## src/rtl/ex_stage.sv

```systemverilog
// Execute stage: operand forwarding, 8-bit ALU with CCR {C,N,Z}, stack pointer, EX/MEM register.
// Define EX_FWD_EN to enable MEM/WB operand forwarding; otherwise the fwd_* inputs are ignored.
module ex_stage (
  input  logic       clk,
  input  logic       rst,
  input  logic       stall,
  input  logic       flush,
  input  logic       ex_reg_write,
  input  logic       ex_mem_read,
  input  logic       ex_mem_write,
  input  logic       ex_setc,
  input  logic       ex_clrc,
  input  logic       stack_push_ex,
  input  logic       stack_pop_ex,
  input  logic [3:0] ex_alu_op,
  input  logic [7:0] ex_read_data_a,
  input  logic [7:0] ex_read_data_b,
  input  logic [1:0] ex_rs,
  input  logic [1:0] ex_rt,
  input  logic [1:0] ex_reg_dist,
  input  logic [1:0] mem_src_ex,
  input  logic [2:0] wb_result_mux_ex,
  input  logic       fwd_mem_we,
  input  logic [1:0] fwd_mem_rd,
  input  logic [7:0] fwd_mem_data,
  input  logic       fwd_wb_we,
  input  logic [1:0] fwd_wb_rd,
  input  logic [7:0] fwd_wb_data,
  output logic       mem_reg_write,
  output logic       mem_mem_read,
  output logic       mem_mem_write,
  output logic [7:0] mem_alu_result,
  output logic [7:0] mem_store_data,
  output logic [7:0] mem_stack_addr,
  output logic [1:0] mem_rd,
  output logic [1:0] mem_src_mem,
  output logic [2:0] mem_wb_result_mux,
  output logic [2:0] ccr,
  output logic [7:0] sp
);

  localparam int unsigned DW   = 8;
  localparam int unsigned RW   = 2;
  localparam int unsigned MUXW = 3;
  localparam int unsigned CCRW = 3;

  localparam logic [3:0] OP_PASS_B = 4'h1;
  localparam logic [3:0] OP_ADD    = 4'h2;
  localparam logic [3:0] OP_SUB    = 4'h3;
  localparam logic [3:0] OP_AND    = 4'h4;
  localparam logic [3:0] OP_OR     = 4'h5;
  localparam logic [3:0] OP_NOT    = 4'h6;
  localparam logic [3:0] OP_INC    = 4'h7;
  localparam logic [3:0] OP_DEC    = 4'h8;
  localparam logic [3:0] OP_RLC    = 4'h9;
  localparam logic [3:0] OP_RRC    = 4'hA;
  localparam logic [3:0] OP_NEG    = 4'hB;

  localparam logic [DW-1:0] SP_RESET = 8'hFF;

  typedef struct packed {
    logic            reg_write;
    logic            mem_read;
    logic            mem_write;
    logic [DW-1:0]   alu_result;
    logic [DW-1:0]   store_data;
    logic [DW-1:0]   stack_addr;
    logic [RW-1:0]   rd;
    logic [RW-1:0]   src_mem;
    logic [MUXW-1:0] wb_result_mux;
  } exmem_t;

  exmem_t          exmem_q, exmem_d;
  logic [CCRW-1:0] ccr_q, ccr_d;
  logic [DW-1:0]   sp_q, sp_d;

  logic [DW-1:0]   op_a, op_b;
  logic [DW-1:0]   alu_res;
  logic            alu_c;
  logic            upd_zn, upd_c;
  logic            c_q, n_q, z_q;
  logic            c_d, n_d, z_d;
  logic [DW-1:0]   stack_addr;

  assign c_q = ccr_q[2];
  assign n_q = ccr_q[1];
  assign z_q = ccr_q[0];

`ifdef EX_FWD_EN
  // MEM stage result is younger than WB, so it takes priority
  always_comb begin
    op_a = ex_read_data_a;
    op_b = ex_read_data_b;
    if (fwd_mem_we && (fwd_mem_rd == ex_rs))     op_a = fwd_mem_data;
    else if (fwd_wb_we && (fwd_wb_rd == ex_rs))  op_a = fwd_wb_data;
    if (fwd_mem_we && (fwd_mem_rd == ex_rt))     op_b = fwd_mem_data;
    else if (fwd_wb_we && (fwd_wb_rd == ex_rt))  op_b = fwd_wb_data;
  end
`else
  logic unused_fwd;
  assign op_a = ex_read_data_a;
  assign op_b = ex_read_data_b;
  assign unused_fwd = ^{fwd_mem_we, fwd_mem_rd, fwd_mem_data,
                        fwd_wb_we, fwd_wb_rd, fwd_wb_data, ex_rs, ex_rt};
`endif

  // ALU: C is carry for add/inc, borrow for sub/dec/neg, shifted-out bit for rotates
  always_comb begin
    alu_res = op_a;
    alu_c   = c_q;
    upd_zn  = 1'b0;
    upd_c   = 1'b0;
    unique case (ex_alu_op)
      OP_PASS_B: alu_res = op_b;
      OP_ADD: begin
        {alu_c, alu_res} = {1'b0, op_a} + {1'b0, op_b};
        upd_zn = 1'b1;
        upd_c  = 1'b1;
      end
      OP_SUB: begin
        alu_res = op_a - op_b;
        alu_c   = (op_a < op_b);
        upd_zn  = 1'b1;
        upd_c   = 1'b1;
      end
      OP_AND: begin
        alu_res = op_a & op_b;
        upd_zn  = 1'b1;
      end
      OP_OR: begin
        alu_res = op_a | op_b;
        upd_zn  = 1'b1;
      end
      OP_NOT: begin
        alu_res = ~op_a;
        upd_zn  = 1'b1;
      end
      OP_INC: begin
        {alu_c, alu_res} = {1'b0, op_a} + (DW + 1)'(1);
        upd_zn = 1'b1;
        upd_c  = 1'b1;
      end
      OP_DEC: begin
        alu_res = op_a - DW'(1);
        alu_c   = (op_a == '0);
        upd_zn  = 1'b1;
        upd_c   = 1'b1;
      end
      OP_RLC: begin
        alu_res = {op_a[DW-2:0], c_q};
        alu_c   = op_a[DW-1];
        upd_c   = 1'b1;
      end
      OP_RRC: begin
        alu_res = {c_q, op_a[DW-1:1]};
        alu_c   = op_a[0];
        upd_c   = 1'b1;
      end
      OP_NEG: begin
        alu_res = DW'(0) - op_a;
        alu_c   = (op_a != '0);
        upd_zn  = 1'b1;
        upd_c   = 1'b1;
      end
      default: alu_res = op_a;
    endcase
  end

  // Flag update; explicit set/clear of carry overrides the ALU, set wins
  always_comb begin
    z_d = z_q;
    n_d = n_q;
    c_d = c_q;
    if (upd_zn) begin
      z_d = (alu_res == '0);
      n_d = alu_res[DW-1];
    end
    if (upd_c) c_d = alu_c;
    if (ex_setc)      c_d = 1'b1;
    else if (ex_clrc) c_d = 1'b0;
    ccr_d = {c_d, n_d, z_d};
  end

  // Stack pointer points at the next free slot; pop addresses the slot above it
  always_comb begin
    stack_addr = sp_q;
    sp_d       = sp_q;
    if (stack_push_ex && !stack_pop_ex) begin
      sp_d = sp_q - DW'(1);
    end else if (stack_pop_ex && !stack_push_ex) begin
      stack_addr = sp_q + DW'(1);
      sp_d       = sp_q + DW'(1);
    end
  end

  always_comb begin
    exmem_d               = '0;
    exmem_d.reg_write     = ex_reg_write;
    exmem_d.mem_read      = ex_mem_read;
    exmem_d.mem_write     = ex_mem_write;
    exmem_d.alu_result    = alu_res;
    exmem_d.store_data    = op_b;
    exmem_d.stack_addr    = stack_addr;
    exmem_d.rd            = ex_reg_dist;
    exmem_d.src_mem       = mem_src_ex;
    exmem_d.wb_result_mux = wb_result_mux_ex;
  end

  // Priority: reset, stall (hold), flush (bubble, state kept), normal advance
  always_ff @(posedge clk) begin
    if (rst) begin
      exmem_q <= '0;
      ccr_q   <= '0;
      sp_q    <= SP_RESET;
    end else if (stall) begin
      exmem_q <= exmem_q;
      ccr_q   <= ccr_q;
      sp_q    <= sp_q;
    end else if (flush) begin
      exmem_q <= '0;
    end else begin
      exmem_q <= exmem_d;
      ccr_q   <= ccr_d;
      sp_q    <= sp_d;
    end
  end

  assign mem_reg_write     = exmem_q.reg_write;
  assign mem_mem_read      = exmem_q.mem_read;
  assign mem_mem_write     = exmem_q.mem_write;
  assign mem_alu_result    = exmem_q.alu_result;
  assign mem_store_data    = exmem_q.store_data;
  assign mem_stack_addr    = exmem_q.stack_addr;
  assign mem_rd            = exmem_q.rd;
  assign mem_src_mem       = exmem_q.src_mem;
  assign mem_wb_result_mux = exmem_q.wb_result_mux;
  assign ccr               = ccr_q;
  assign sp                = sp_q;

endmodule
```

## config.mk

```make
export PLATFORM = sky130hd
export DESIGN_NAME = ex_stage
export DESIGN_NICKNAME = d
export VERILOG_FILES = /design/src/rtl/ex_stage.sv
export SDC_FILE = /design/constraint.sdc
export NUM_CORES = 1
export LEC_CHECK = 0
export ABC_AREA = 1
export BUFFER_PORTS_ARGS = -buffer_cell sky130_fd_sc_hd__buf_2
export CAP_MARGIN = 30
export CORE_MARGIN = 2
export CORE_UTILIZATION = 40
export DETAILED_ROUTE_END_ITERATION = 8
export GPL_ROUTABILITY_DRIVEN = 0
export PLACE_DENSITY_LB_ADDON = 0.05
export SLEW_MARGIN = 30
export SYNTH_ARGS = -nofsm -noshare
export SYNTH_HDL_FRONTEND = slang
export SYNTH_SLANG_ARGS = --single-unit
```

## constraint.sdc

```tcl
create_clock -name clk -period 2.6 [get_ports clk]
set_input_delay 0.13 -clock clk [delete_from_list [all_inputs] [get_ports clk]]
set_output_delay 0.13 -clock clk [all_outputs]
set_load 0.02 [all_outputs]
```

After elaboration in Yosys (flattened, before gate mapping):

Index checks and enable logic that the tools add are counted.
Widths: inputs -> output; s select.

* bits in registers: 45
* input port bits: 64
* output and inout port bits: 45
* logic and storage cells: 61

* add/sub/neg operators: 7
* $lt $le $gt $ge: 1
* muxes and demuxes: 11
* reduce and logical (&&, ||, !) cells: 14
* equality and inequality tests: 11
* bitwise logic cells: 5

Operator list (count)
* $pmux 8 s11: 1
* $mux 34: 1
* $mux 8: 3
* $eq 4x3->1 const B: 4
* $eq 4x4->1 const B: 4
* $logic_not 8->1: 2
* $sub 8x1->8 const B: 2
* $add 8x1->9 const B: 1
* $add 8x8->9: 1
* $reduce_bool 9->1: 1
* $add 8x1->8 const B: 1
* $and 8x8->8: 1
* $eq 4x2->1 const B: 2
* $lt 8x8->1: 1
* $not 8->8: 1
* $or 8x8->8: 1
* $reduce_bool 8->1: 1
* $reduce_or 8->1: 1
* $sub 1x8->8 const A: 1
* $sub 8x8->8: 1
* $pmux 1 s7: 1
* $reduce_or 7->1: 1
* $mux 1: 5
* $eq 4x1->1 const B: 1
* other kinds (7): 10

Depth between registers and ports, before layout:

* depth in word-level cells: 6
* mapped depth: 19
* gate-level depth less buffers: 17

Least setup slack after synthesis:

Ideal clock, no wire load.

* kind: input -> register
* from: input port ex_read_data_a[0]
* to: register ccr_q[0], in the netlist ccr[0]
* setup slack: 0.693 ns
* required time: 2.530 ns
* buffers on the path: 0
* data arrival time: 1.837 ns
* cell stages on the path: 16
* library setup time: 0.070 ns
* path through: clkinv_1 -> ha_1 -> fa_1 -> inv_1 -> nand2_1 -> nand3_1 -> nand2_1 -> nor2_1 -> nand3_1 -> nand2_1 -> nand2_1 -> inv_1 -> nand3_1 -> nor2_1 -> nand3_1 -> a21oi_1

* longest elaborated chain between the ends: 3
* elaborated cells between the ends (all ways): 10

Ends and longest elaborated chain
* from (decl): line 16 `input logic [7:0] ex_read_data_a,`
* $sub 1x8->8, or another cell as far along: line 160 `alu_res = DW'(0) - op_a;`
* $pmux 8 s11 *: line 113 `unique case (ex_alu_op)`
* $logic_not 8->1 *: line 175 `z_d = (alu_res == '0);`
* to (signal assigned): line 217 `ccr_q <= ccr_q;`
* to (signal assigned): line 223 `ccr_q <= ccr_d;`
* to (decl): line 74 `logic [CCRW-1:0] ccr_q, ccr_d;`

Every way passes the cells marked *; elsewhere a longest branch is shown, timed or not.
A chain may end at the register's enable or synchronous reset.

Worst setup path in the final report:

Ends and elaborated chain as after synthesis.

==> flow_summary.ini <==
[grt]
grt_use_total = 0.240
grt_max_degree = 38
grt_pass1_vias = 4459
grt_pass1_wl_um = 22000
antenna_found_initial = 0
overflow = 0

[clock_tree]
htree_levels = 2
path_clk_slew_ns = 0.09
clk_latency_ns = 0.30
cts_tree = built
postCtsHoldBufs = 0
post_cts_buffers = 0
cts_sinks = 45
ctsLongestPathBuffers = 2
cts_made_buffers = 5
post_cts_resized = 0
root_buffer = clkbuf_8

[pwr]
p_per_area_nw_per_um2 = 405
vdd_drop_max_v = 0.000332
p_leak_uw = 0.00250

[yosys]
mappedNetlistNets = 812
ys_async_sr_fraction = 0
synth.distinct_cells = 34
syn-cell-area_um2 = 4190
synth_flop_cell = dfxtp_1
synth_edf_count = 0
ys_top_cells_by_area = dfxtp_1, nand2_1, nand3_1, ha_1, inv_1
synth_top_area_cell = dfxtp_1
ys_warn_count = 0
synth_area_per_cell_um2 = 5.88
synth_most_common_cell = nand2_1
synth_common_cells = nand2_1, nand3_1, inv_1
yosysTopAreaCellShare = 0.215
ys_seq_elements = 45
synthCells = 713
seq_area_frac_synth = 0.215

[placement]
dp_slack_ns = 0.281
portBuffers = 82
dp.cells = 917
dp_hpwl_um = 10600
placedInstanceArea_um2 = 4760

[timing]
fin_worst_skew_ns = 0.00966
maxClockFrequency_mhz = 491
min_period_ns = 2.04
rsz0062_at_grt = false
slew_headroom = 0.526
setup_violations = 0
fin_crit_sh = 0.784
slew_viol_final = 0
finalHoldViolations = 0
setup_ws_ns = 0.562
worst_slew_pin_slew_ns = 0.710
timing.hold.ws_ns = 0.0716
setup-tns-final_ns = 0

[routing]
routed_wirelength_um = 13800
drc = 0
drt-wirelength-per-cell_um = 14.9
drt-vias-per-instance = 5.27
dr.first_iter.drc_count = 481
drtPass1Iterations = 5
vias = 4877
postRouteAntennaNets = 0

[die]
num_rows = 37
die_width_um = 106
start_util = 0.410
pin_count = 109
coreArea_um2 = 10200
die-area_um2 = 11300
die-height_um = 106

[critical_path]
critPathCaptureType = register
crit_arrival_ns = 2.26
cp-start-kind = input pin
worstSetupPathType = input pin to register
critPathMaxFanout = 7
worst_ep_required_time_ns = 2.83

[cells_and_area]
nFillCells = 1118
multi_input_area_um2 = 2820
final_nets = 887
finalNonFillerCells = 925
seq_area_um2 = 901
synthToLayoutAreaGrowth_pct = 16.4
final_area_um2 = 4880
layout-drive-gt1-share = 0.146
diodes = 0

[hold_path]
hold_path.class = input pin to register

[flow_run]
drv_cap = 0

[run_status]
status = finished clean
[power by group]
group	switching (uW)	total [uW]	internal [uW]
registers	25.4	750	724
logic	451	664	214
clock network	249	562	313
total	725	1980	1250
[state kept, by name (all words and copies together), names as in the netlist]
| name | count |
|---|---|
| ccr | 3 |
| mem_alu_result | 8 |
| mem_mem_read | 1 |
| mem_mem_write | 1 |
| mem_rd | 2 |
| mem_reg_write | 1 |
| mem_src_mem | 2 |
| mem_stack_addr | 8 |
| mem_store_data | 8 |
| mem_wb_result_mux | 3 |
| sp | 8 |
[metal layers]
metal	vias to the layer above	GRT usage	routed length, um
met5	-	0	0
met4	0	0.0526	193
li1	2495	-	-
met2	188	0.378	5950
met1	2176	0.340	6600
met3	18	0.0448	1020
[critical path, cell delays in order]
cell      delay [ns]
buf_2           0.20
clkinv_1        0.13
ha_1            0.24
fa_1            0.40
inv_1           0.12
nand2_1         0.07
nand3_1         0.10
nand2_1         0.05
nor2_1          0.13
nand3_1         0.14
nand2_1         0.08
nand2_1         0.05
inv_1           0.04
nand3_1         0.05
nor2_1          0.12
nand3_1         0.08
a21oi_1         0.12
[cell families after synthesis]
family | count (synthesis) | synth area share
flip-flops | 45 | 0.215
XOR/XNOR | 4 | 0.00836
AND/OR/NAND/NOR | 407 | 0.420
adder cells (fa/ha/maj) | 35 | 0.108
buffers and inverters | 119 | 0.114
AO/OA/AOI/OAI | 103 | 0.135
[path summary, 6_finish.rpt]
| path | startpoint | end | slack [ns] | cells past startpoint |
|---|---|---|---|---|
| setup reg to reg | sp[2] | sp[7] | 0.78 | 9 |
| hold / removal | ex_mem_write | mem_mem_write | 0.07 | 3 |
| hold reg to reg | mem_alu_result[0] | mem_alu_result[0] | 0.46 | 2 |
| setup / recovery | ex_read_data_a[0] | ccr[0] | 0.56 | 17 |
[through the flow]
| step | utilization | total power (uW) |
|---|---|---|
| floorplan | - | 1200 |
| global placement | 0.465 | 1410 |
| detailed placement | 0.465 | 1420 |
| CTS | 0.477 | 1990 |
| global route | 0.477 | 2090 |
| finish | 0.477 | 1980 |
[area by class of cell]
class,instances,area share
Multi-Input combinational cell,549,0.579
Sequential cell,45,0.185
Timing Repair Buffer,98,0.109
Inverter,89,0.0685
Tap cell,136,0.0349
Clock buffer,6,0.0169
Clock inverter,2,0.00770
[cell usage in the layout, fill, tap and decap left out, drive strengths merged]
master,count
clkbuf,6
a21oi,50
clkinv,6
o311ai,1
nand3b,1
o22ai,2
dfxtp,45
o21ai,35
nor4,1
inv,83
buf,98
a21o,2
a31oi,1
nor3,6
nand3,94
o31ai,1
bufinv,1
ha,33
xnor2,1
nand4,30
clkinvlp,1
nor2,77
o221ai,4
o21bai,1
xor2,3
o211ai,6
fa,2
nand2,198
(Power assumes the default switching activity.)
